File: src/rtl/ita_package.sv
`default_nettype none
// ============================================================================
// Package : ita_package
// Purpose : Shared types, constants and helpers for the ITA tile sequencer.
//           Layer/step encodings, the control-register view, tile index type
//           and the step-to-requant-constant mapping.
// Rev     : 1.0
// ============================================================================
package ita_package;

  localparam int unsigned H                = 1;
  localparam int unsigned N_REQUANT_CONSTS = 8;
  localparam int unsigned REQ_W            = (N_REQUANT_CONSTS > 1) ? $clog2(N_REQUANT_CONSTS) : 1;

  typedef logic [31:0]      tile_t;
  typedef tile_t            tile_idx_t;
  typedef logic [REQ_W-1:0] req_idx_t;

  typedef enum logic [1:0] {
    Attention, SingleAttention, Feedforward, Linear
  } layer_e;

  typedef enum logic [3:0] {
    Idle, Q, K, V, QK, AV, OW, F1, F2, MatMul
  } step_e;

  typedef struct packed {
    logic   start;
    layer_e layer;
    tile_t  tile_s;
    tile_t  tile_e;
    tile_t  tile_p;
    tile_t  tile_f;
  } ctrl_t;

  // Width of an index able to address n items (at least one bit).
  function automatic int unsigned idx_width(input int unsigned n);
    return (n > 1) ? $clog2(n) : 1;
  endfunction

  // Requant constant set used by each step; MatMul shares slot 0 with Q.
  function automatic req_idx_t step_req_idx(input step_e s);
    req_idx_t r;
    case (s)
      K:       r = req_idx_t'(1);
      V:       r = req_idx_t'(2);
      QK:      r = req_idx_t'(3);
      AV:      r = req_idx_t'(4);
      OW:      r = req_idx_t'(5);
      F1:      r = req_idx_t'(6);
      F2:      r = req_idx_t'(7);
      default: r = req_idx_t'(0);
    endcase
    return r;
  endfunction

endpackage
`default_nettype wire

File: src/rtl/ita_tile_loop_counter.sv
`default_nettype none
// ============================================================================
// Module  : ita_tile_loop_counter
// Purpose : Three nested tile counters (row > col > inner, inner fastest).
//           Each advance_i steps the inner counter; carries ripple outward.
//           After the final tile of the nest all counters return to zero.
// Ports   : clk_i, rst_i     - clock, synchronous active-high reset
//           advance_i        - step to the next tile (a transfer happened)
//           bound_*_i        - loop bounds, must be >= 1
//           row_o/col_o/inner_o - current indices
//           first_o / last_o - inner index is first / last
//           wrap_o           - current tile is the last of the whole nest
// Rev     : 1.0
// ============================================================================
module ita_tile_loop_counter
  import ita_package::*;
(
  input  logic      clk_i,
  input  logic      rst_i,
  input  logic      advance_i,
  input  tile_t     bound_row_i,
  input  tile_t     bound_col_i,
  input  tile_t     bound_inner_i,
  output tile_idx_t row_o,
  output tile_idx_t col_o,
  output tile_idx_t inner_o,
  output logic      first_o,
  output logic      last_o,
  output logic      wrap_o
);

  tile_idx_t row_q, row_d;
  tile_idx_t col_q, col_d;
  tile_idx_t inner_q, inner_d;
  logic      row_last, col_last, inner_last;

  assign row_last   = (row_q   == bound_row_i   - 32'd1);
  assign col_last   = (col_q   == bound_col_i   - 32'd1);
  assign inner_last = (inner_q == bound_inner_i - 32'd1);

  always_comb begin
    row_d   = row_q;
    col_d   = col_q;
    inner_d = inner_q;
    if (advance_i) begin
      if (inner_last) begin
        inner_d = '0;
        if (col_last) begin
          col_d = '0;
          row_d = row_last ? '0 : row_q + 32'd1;
        end else begin
          col_d = col_q + 32'd1;
        end
      end else begin
        inner_d = inner_q + 32'd1;
      end
    end
  end

  always_ff @(posedge clk_i) begin
    if (rst_i) begin
      row_q   <= '0;
      col_q   <= '0;
      inner_q <= '0;
    end else begin
      row_q   <= row_d;
      col_q   <= col_d;
      inner_q <= inner_d;
    end
  end

  assign row_o   = row_q;
  assign col_o   = col_q;
  assign inner_o = inner_q;
  assign first_o = (inner_q == '0);
  assign last_o  = inner_last;
  assign wrap_o  = inner_last & col_last & row_last;

endmodule
`default_nettype wire

File: src/rtl/ita_step_sequencer.sv
`default_nettype none
// ============================================================================
// Module  : ita_step_sequencer
// Purpose : Tile-loop controller. Latches the layer configuration on start,
//           walks the step sequence of the layer (per head for Attention)
//           and issues one tile descriptor per cycle over valid/ready.
// Ports   : clk_i, rst_i          - clock, synchronous active-high reset
//           ctrl_i                - start, layer and tile counts (Idle only)
//           tile_valid_o/ready_i  - descriptor handshake
//           step_o, head_o        - current step / head
//           row_o, col_o, inner_o - current tile indices
//           inner_first_o/last_o  - accumulator clear / requantize markers
//           req_idx_o             - requant constant index
//           busy_o, done_o        - activity flag, completion pulse
// Rev     : 1.0
// ============================================================================
module ita_step_sequencer
  import ita_package::*;
#(
  parameter int unsigned H = ita_package::H
) (
  input  logic                    clk_i,
  input  logic                    rst_i,
  input  ctrl_t                   ctrl_i,
  output logic                    tile_valid_o,
  input  logic                    tile_ready_i,
  output step_e                   step_o,
  output logic [idx_width(H)-1:0] head_o,
  output tile_idx_t               row_o,
  output tile_idx_t               col_o,
  output tile_idx_t               inner_o,
  output logic                    inner_first_o,
  output logic                    inner_last_o,
  output req_idx_t                req_idx_o,
  output logic                    busy_o,
  output logic                    done_o
);

  localparam int unsigned HW = idx_width(H);
  localparam logic [HW-1:0] HEAD_LAST = HW'(H - 1);

  step_e         state_q, state_d;
  logic [HW-1:0] head_q, head_d;
  layer_e        layer_q, layer_d;
  tile_t         ts_q, ts_d, te_q, te_d, tp_q, tp_d, tf_q, tf_d;
  logic          done_q, done_d;
  logic          advance, wrap, busy, first, last;
  tile_t         b_row, b_col, b_inner;

  // A zero tile count still means one tile.
  function automatic tile_t nz(input tile_t b);
    return (b == '0) ? 32'd1 : b;
  endfunction

  assign busy = (state_q != Idle);

  // Loop bounds for the step currently being walked.
  always_comb begin
    b_row   = nz(ts_q);
    b_col   = 32'd1;
    b_inner = 32'd1;
    case (state_q)
      Q, K, V, MatMul: begin b_col = nz(tp_q); b_inner = nz(te_q); end
      QK:              begin b_col = nz(ts_q); b_inner = nz(tp_q); end
      AV:              begin b_col = nz(tp_q); b_inner = nz(ts_q); end
      OW:              begin b_col = nz(te_q); b_inner = nz(tp_q); end
      F1:              begin b_col = nz(tf_q); b_inner = nz(te_q); end
      F2:              begin b_col = nz(te_q); b_inner = nz(tf_q); end
      default:         b_row = 32'd1;
    endcase
  end

  always_comb begin
    state_d = state_q;
    head_d  = head_q;
    layer_d = layer_q;
    ts_d    = ts_q;
    te_d    = te_q;
    tp_d    = tp_q;
    tf_d    = tf_q;
    done_d  = 1'b0;
    advance = 1'b0;
    if (!busy) begin
      if (ctrl_i.start) begin
        layer_d = ctrl_i.layer;
        ts_d    = ctrl_i.tile_s;
        te_d    = ctrl_i.tile_e;
        tp_d    = ctrl_i.tile_p;
        tf_d    = ctrl_i.tile_f;
        head_d  = '0;
        case (ctrl_i.layer)
          Feedforward: state_d = F1;
          Linear:      state_d = MatMul;
          default:     state_d = Q;
        endcase
      end
    end else if (tile_ready_i) begin
      // Valid is always high while busy, so ready alone marks a transfer.
      advance = 1'b1;
      if (wrap) begin
        case (state_q)
          Q:  state_d = K;
          K:  state_d = V;
          V:  state_d = QK;
          QK: state_d = AV;
          AV: state_d = OW;
          F1: state_d = F2;
          OW: begin
            if (layer_q == Attention && head_q != HEAD_LAST) begin
              head_d  = head_q + 1'b1;
              state_d = Q;
            end else begin
              head_d  = '0;
              state_d = Idle;
              done_d  = 1'b1;
            end
          end
          default: begin
            head_d  = '0;
            state_d = Idle;
            done_d  = 1'b1;
          end
        endcase
      end
    end
  end

  always_ff @(posedge clk_i) begin
    if (rst_i) begin
      state_q <= Idle;
      head_q  <= '0;
      layer_q <= Attention;
      ts_q    <= '0;
      te_q    <= '0;
      tp_q    <= '0;
      tf_q    <= '0;
      done_q  <= 1'b0;
    end else begin
      state_q <= state_d;
      head_q  <= head_d;
      layer_q <= layer_d;
      ts_q    <= ts_d;
      te_q    <= te_d;
      tp_q    <= tp_d;
      tf_q    <= tf_d;
      done_q  <= done_d;
    end
  end

  ita_tile_loop_counter u_loop (
    .clk_i         (clk_i),
    .rst_i         (rst_i),
    .advance_i     (advance),
    .bound_row_i   (b_row),
    .bound_col_i   (b_col),
    .bound_inner_i (b_inner),
    .row_o         (row_o),
    .col_o         (col_o),
    .inner_o       (inner_o),
    .first_o       (first),
    .last_o        (last),
    .wrap_o        (wrap)
  );

  assign tile_valid_o  = busy;
  assign busy_o        = busy;
  assign step_o        = state_q;
  assign head_o        = head_q;
  assign inner_first_o = busy & first;
  assign inner_last_o  = busy & last;
  assign req_idx_o     = step_req_idx(state_q);
  assign done_o        = done_q;

endmodule
`default_nettype wire

File: config.mk
export PLATFORM = sky130hd
export DESIGN_NAME = ita_step_sequencer
export DESIGN_NICKNAME = d
export VERILOG_FILES = /design/src/rtl/ita_package.sv /design/src/rtl/ita_tile_loop_counter.sv /design/src/rtl/ita_step_sequencer.sv
export SDC_FILE = /design/constraint.sdc
export NUM_CORES = 1
export LEC_CHECK = 0
export CORE_ASPECT_RATIO = 1.5
export CORE_MARGIN = 5
export CORE_UTILIZATION = 40
export DETAILED_ROUTE_END_ITERATION = 12
export MAX_ROUTING_LAYER = met4
export PLACE_DENSITY = 0.63
export SKIP_CTS_REPAIR_TIMING = 1
export SYNTH_ARGS = -nofsm -noshare
export SYNTH_HDL_FRONTEND = slang
export SYNTH_SLANG_ARGS = --single-unit
export TNS_END_PERCENT = 10
File: constraint.sdc
create_clock -name clk_i -period 6.9 [get_ports clk_i]
set_input_delay 1.38 -clock clk_i [delete_from_list [all_inputs] [get_ports clk_i]]
set_output_delay 1.38 -clock clk_i [all_outputs]
set_load 0.01 [all_outputs]
==> flow_metrics.env, run 1 <==
export IMPL_n_fill_cell=4143
export IMPL_avgSynthCellArea_sq_um=7.24
export IMPL_fin_crit_sh_pct=95.3
export IMPL_cts_root_buf="clkbuf_16"
export IMPL_combPwrFrac_pct=47.6
export IMPL_rsz0062_at_grt="no"
export IMPL_area_growth_pct=27.5
export IMPL_vias=20400
export IMPL_ios=243
export IMPL_gr_total_overflow=0
export IMPL_cts_buffers=26
export IMPL_synth_cell_types=93
export IMPL_hpwl_um=70100
export IMPL_coreArea_sq_um=42000
export IMPL_worst_slew_pin_slew_ps=1320
export IMPL_final_area_sq_um=21600
export IMPL_drt_total_wl_um=89400
export IMPL_rows=92
export IMPL_multi_input_area_sq_um=11500
export IMPL_p_int_mw=3.34
export IMPL_yosys_area_top_type="dfxtp_1"
export IMPL_die_area_sq_um=46700
export IMPL_p_leak_nw=7.53
export IMPL_clk_latency_ps=570
export IMPL_antenna_found_initial=1
export IMPL_maxClockFrequency_mhz=152
export IMPL_ys_async_sr_fraction_pct=0
export IMPL_power_switching_mw=2.54
export IMPL_cp_arrival_ps=5200
export IMPL_syn_num_nets=2487
export IMPL_status="finished clean"
export IMPL_io_buffers=242
export IMPL_grt_pass1_wl_um=129000
export IMPL_drive_above_1_share_pct=11.3
export IMPL_slew_violations=0
export IMPL_start_kind="flop"
export IMPL_seq_power_share_pct=26.6
export IMPL_drtIter0Drc=2078
export IMPL_synth_top_cell_area_share_pct=27.4
export IMPL_regArea_sq_um=4650
export IMPL_switching_share_pct=43.2
export IMPL_cp_max_fo=6
export IMPL_synth_ff_type="dfxtp_1"
export IMPL_ys_warn_count=0
export IMPL_antenna_left=0
export IMPL_tritoncts="done"
export IMPL_slew_headroom_pct=11.2
export IMPL_first_pass_iters=6
export IMPL_synth_edff_count=0
export IMPL_worstPathRequired_ps=5520
export IMPL_fin_nets=2736
export IMPL_hold_viol=0
export IMPL_grt_max_degree=95
export IMPL_cts_num_sinks=232
export IMPL_synth_cells=2346
export IMPL_wl_per_cell_um=28.1
export IMPL_drc=0
export IMPL_syn_area_sq_um=17000
export IMPL_ys_ff_latch=232
export IMPL_grt_pass1_vias=19700
export IMPL_clockPowerShare_pct=25.8
export IMPL_drv_cap=0
export IMPL_dieHeight_um=262
export IMPL_path_clk_slew_ps=60
export IMPL_dpl_instance_area_sq_um=20600
export IMPL_cts_buffer_depth=3
export IMPL_vdd_drop_max_uv=226
export IMPL_post_drt_via_cell_ratio=6.40
export IMPL_p_per_area_nw_per_um2=271
export IMPL_gp_congestion=1.07
export IMPL_min_path_type="flop to flop"
export IMPL_fin_skew_ps=16.2
export IMPL_ys_top_cells_by_area="dfxtp_1 (27%), nand2_1 (8.5%), a21oi_1 (7.7%)"
export IMPL_setup_violations=0
export IMPL_endpoint_kind="output pin"
export IMPL_dieWidth_um=178
export IMPL_yosysSeqAreaShare_pct=27.4
export IMPL_grt_usage_pct=37.6
export IMPL_critical_path_class="flop to output pin"
export IMPL_fin_crit_ps=6580
export IMPL_start_util_pct=40.4
export IMPL_htree_levels=1
export IMPL_utilization_pct=51.5
[metrics by stage]
stage | instances | power, mW | setup slack, ps | TNS, ps | hold slack, ps
global placement | 3126 | 4.25 | 176 | 0 | 443
global route | 3177 | 6.11 | 90.5 | 0 | 484
detailed placement | 3126 | 4.25 | 237 | 0 | 453
finish | 3178 | 5.88 | 325 | 0 | 462
CTS | 3171 | 5.77 | -335 | -335 | 462
floorplan | 2346 | 3.16 | 483 | 0 | 436
[power groups by stage]
| stage | registers (mW) | clock network, mW | logic [mW] |
|---|---|---|---|
| after detailed placement | 1.58 | 0 | 2.67 |
| after CTS | 1.55 | 1.53 | 2.68 |
| after floorplan | 1.53 | 0 | 1.63 |
| after global routing | 1.56 | 1.59 | 2.96 |
| after global placement | 1.58 | 0 | 2.67 |
| final | 1.56 | 1.52 | 2.80 |
[area by class of cell]
type / count / area share [%]
Clock inverter: 12 / 0.838
Antenna cell: 2 / 0.0231
Tap cell: 564 / 3.26
Sequential cell: 232 / 21.5
Clock buffer: 33 / 3.32
Timing Repair Buffer: 409 / 17.2
Multi-Input combinational cell: 1888 / 53.2
Inverter: 38 / 0.659
[critical path, cell delays in order, from the launching register on]
cell and delay (ps):
dfxtp_1 370, or3_1 410, or3_1 440, nor4_4 410, a22oi_2 140, nand3_1 170
inv_1 60, ha_1 220, o21ai_0 120, a211oi_2 80, and2_2 260, nand3_1 110
xnor2_1 80, a2111oi_1 380, nand4_1 130, buf_4 180, or3_1 330, or3b_4 450
nor2_1 120, dlymetal6s2s_1 180
[synthesized netlist by cell type (27+ instances only)]
master and number:
nand2_1 384, a21oi_1 260, dfxtp_1 232, clkbuf_1 149, nor2_1 127, nand3_1 89
xnor2_1 87, nor4_1 71, nand4_1 63, o21ai_0 60, nor3_1 59, or4_1 52
xor2_1 50, a221oi_1 49, o31ai_1 44, inv_1 37, and3_1 29, or3_1 29
nand2b_1 27
[routing by layer]
layer,share of wire [%],global-route usage (%),vias up,wire length [um]
li1,-,-,9209,-
met4,9.5,27.5,0,8450
met2,51,65.1,1006,45100
met5,0,-,-,0
met1,34,38.5,9789,30400
met3,6.0,4.53,347,5380
[flip-flops by register name, summed over array words and instances, names as in the netlist]
signal / cells
te_q: 32
tf_q: 32
tp_q: 32
ts_q: 32
u_loop.col_o: 32
u_loop.inner_o: 32
u_loop.row_o: 32
step_o: 4
layer_q: 2
done_o: 1
head_o: 1
[layout by cell type, fill, tap and decap left out, types with 50 or more instances in the layout]
cell type,Yosys,final
nor4_1,71,67
clkdlybuf4s50_1,0,240
buf_4,5,160
dfxtp_1,232,229
or4_1,52,52
nor3_1,59,58
nand3_1,89,89
o21ai_0,60,60
xor2_1,50,50
nand2_1,384,383
nor2_1,127,126
xnor2_1,87,87
a21oi_1,260,259
nand4_1,63,63
[final timing paths]
path	startpoint	end	slack, ps	depth (start not counted)
setup / recovery	ts_q[22]$_SDFFE_PP0P_	inner_last_o	320	19
hold / removal	layer_q[0]$_SDFFE_PP0P_	layer_q[0]$_SDFFE_PP0P_	460	2
setup reg to reg	ts_q[22]$_SDFFE_PP0P_	u_loop.row_o[18]$_SDFFE_PP0P_	350	24
hold reg to reg	layer_q[0]$_SDFFE_PP0P_	layer_q[0]$_SDFFE_PP0P_	460	2
[cells by family after synthesis]
family | after synthesis | synth area share (%)
compound gates | 603 | 23.3
xor+xnor | 138 | 7.21
fa+ha+maj | 7 | 0.516
buf+inv | 226 | 5.37
flops | 232 | 27.4
mux | 18 | 1.11
simple gates | 1122 | 35.2
No activity file was read; power rests on OpenSTA's default activity.
==> run 2, diff against run 1 <==
PLACE_DENSITY = default   (was 0.63)
==> run 2 against run 1 <==
Effect of this change:
- non-clock buffer count rose by 27
- fmax barely moved
- via count rose by 1.1%
- combinational power rose by 2%
- first-iteration DRC count fell by 7.5%
- sequential cell count did not move
- die area did not move
- clock power barely moved
- sequential power barely moved
- critical path depth fell by 1
==> flow_metrics.env, run 2 (synthesis results as in run 1) <==
export IMPL_tritoncts="done"
export IMPL_clk_latency_ps=580
export IMPL_cts_root_buf="clkbuf_16"
export IMPL_drtIter0Drc=1923
export IMPL_cts_buffers=26
export IMPL_first_pass_iters=6
export IMPL_busiest_layer="met2"
export IMPL_setup_violations=0
export IMPL_grt_pass1_vias=20100
export IMPL_num_antenna_cells=0
export IMPL_start_kind="flop"
export IMPL_critical_path_class="flop to output pin"
export IMPL_drv_cap=0
export IMPL_fin_nets=2763
export IMPL_fin_skew_ps=42.5
export IMPL_dp_cells=3158
export IMPL_io_buffers=242
export IMPL_cp_arrival_ps=5200
export IMPL_post_drt_via_cell_ratio=6.42
export IMPL_rsz0062_at_grt="no"
export IMPL_antenna_found_initial=0
export IMPL_final_area_sq_um=21800
export IMPL_hold_ws_ps=464
export IMPL_worst_slew_pin_slew_ps=1230
export IMPL_slew_headroom_pct=18.1
export IMPL_worstPathRequired_ps=5520
export IMPL_path_clk_slew_ps=60
export IMPL_gr_total_overflow=0
export IMPL_start_util_pct=40.4
export IMPL_gp_congestion=1.05
export IMPL_wl_per_cell_um=28.2
export IMPL_ios=243
export IMPL_finalPower_mw=5.91
export IMPL_p_leak_nw=7.65
export IMPL_maxClockFrequency_mhz=152
export IMPL_cp_max_fo=6
export IMPL_min_path_type="flop to flop"
export IMPL_vdd_drop_max_uv=197
export IMPL_grt_usage_pct=37.9
export IMPL_fin_crit_sh_pct=95.4
export IMPL_dieHeight_um=262
export IMPL_antenna_left=0
export IMPL_status="finished clean"
export IMPL_final_cell_mix="nand2_1 (383), a21oi_1 (260), clkdlybuf4s50_1 (240)"
export IMPL_layout_cells_non_filler=3205
export IMPL_grt_pass1_wl_um=130000
export IMPL_hold_viol=0
export IMPL_cts_num_sinks=232
export IMPL_dieWidth_um=178
export IMPL_n_fill_cell=4148
export IMPL_endpoint_kind="output pin"
export IMPL_hpwl_um=71500
export IMPL_p_per_area_nw_per_um2=271
export IMPL_slew_violations=0
export IMPL_drt_total_wl_um=90300
export IMPL_rows=92
export IMPL_vias=20600
export IMPL_dpl_instance_area_sq_um=20800
export IMPL_cts_buffer_depth=3
export IMPL_die_area_sq_um=46700
export IMPL_fin_crit_ps=6580
export IMPL_grt_max_degree=91
export IMPL_htree_levels=1
export IMPL_coreArea_sq_um=42000
export IMPL_grt_use_met3_pct=5.34
export IMPL_drive_above_1_share_pct=12.1
export IMPL_mostFrequentLayoutCell="nand2_1"
export IMPL_area_growth_pct=28.4
export IMPL_drc=0
export IMPL_grt_met2_usage_pct=65.4
export IMPL_use_met1_pct=36.4
[run 2: per-stage QoR]
stage,setup WS (ps),utilization (%),setup TNS (ps)
floorplan,483,-,0
global placement,365,49.6,0
detailed placement,310,49.6,0
CTS,-303,51.7,-303
global route,78.0,51.9,0
finish,320,51.9,0
[run 2: path summary, 6_finish.rpt]
check	to	cells after the start	slack (ps)	start
setup reg to reg	step_o[3]$_SDFFE_PP0P_	20	430	step_o[1]$_SDFFE_PP0P_
hold reg to reg	layer_q[0]$_SDFFE_PP0P_	2	460	layer_q[0]$_SDFFE_PP0P_
hold / removal	layer_q[0]$_SDFFE_PP0P_	2	460	layer_q[0]$_SDFFE_PP0P_
setup / recovery	inner_last_o	18	320	ts_q[22]$_SDFFE_PP0P_
[run 2: where the power goes]
part	leakage, nW	switching (mW)	internal (mW)
Combinational	5.33	1.83	1.03
Clock	0.424	0.630	0.862
Sequential	1.89	0.122	1.43
Total	7.65	2.58	3.33
[run 2: critical path, cell delays in order, from the launching register on]
cell,delay (ps)
dfxtp_1,370
or3_1,410
or3_1,440
nor4_4,320
a22oi_1,150
nand3_1,160
inv_1,60
ha_1,230
o21ai_0,110
a211oi_2,90
and2_1,250
nand3_1,130
xnor2_1,70
or4_1,540
nor3_1,260
and4b_1,250
or3b_4,450
nor2_1,130
dlymetal6s2s_1,200
[run 2: per-layer routing]
metal	part of all wire [%]	wire length [um]	up-vias
li1	-	-	9245
met4	12	10500	0
met3	6.5	5870	437
met5	0	0	-
met1	32	29100	9795
met2	50	44900	1107
[run 2: cell type report]
| class | instances | area [sq um] | share of cell area [%] |
|---|---|---|---|
| multi-input cells | 1888 | 11500 | 52.7 |
| flip-flops and latches | 232 | 4650 | 21.3 |
| repair buffers | 436 | 3920 | 18.0 |
| clock buffers | 35 | 736 | 3.37 |
| well taps | 564 | 706 | 3.24 |
| clock inverters | 12 | 154 | 0.706 |
| inverters | 38 | 143 | 0.654 |
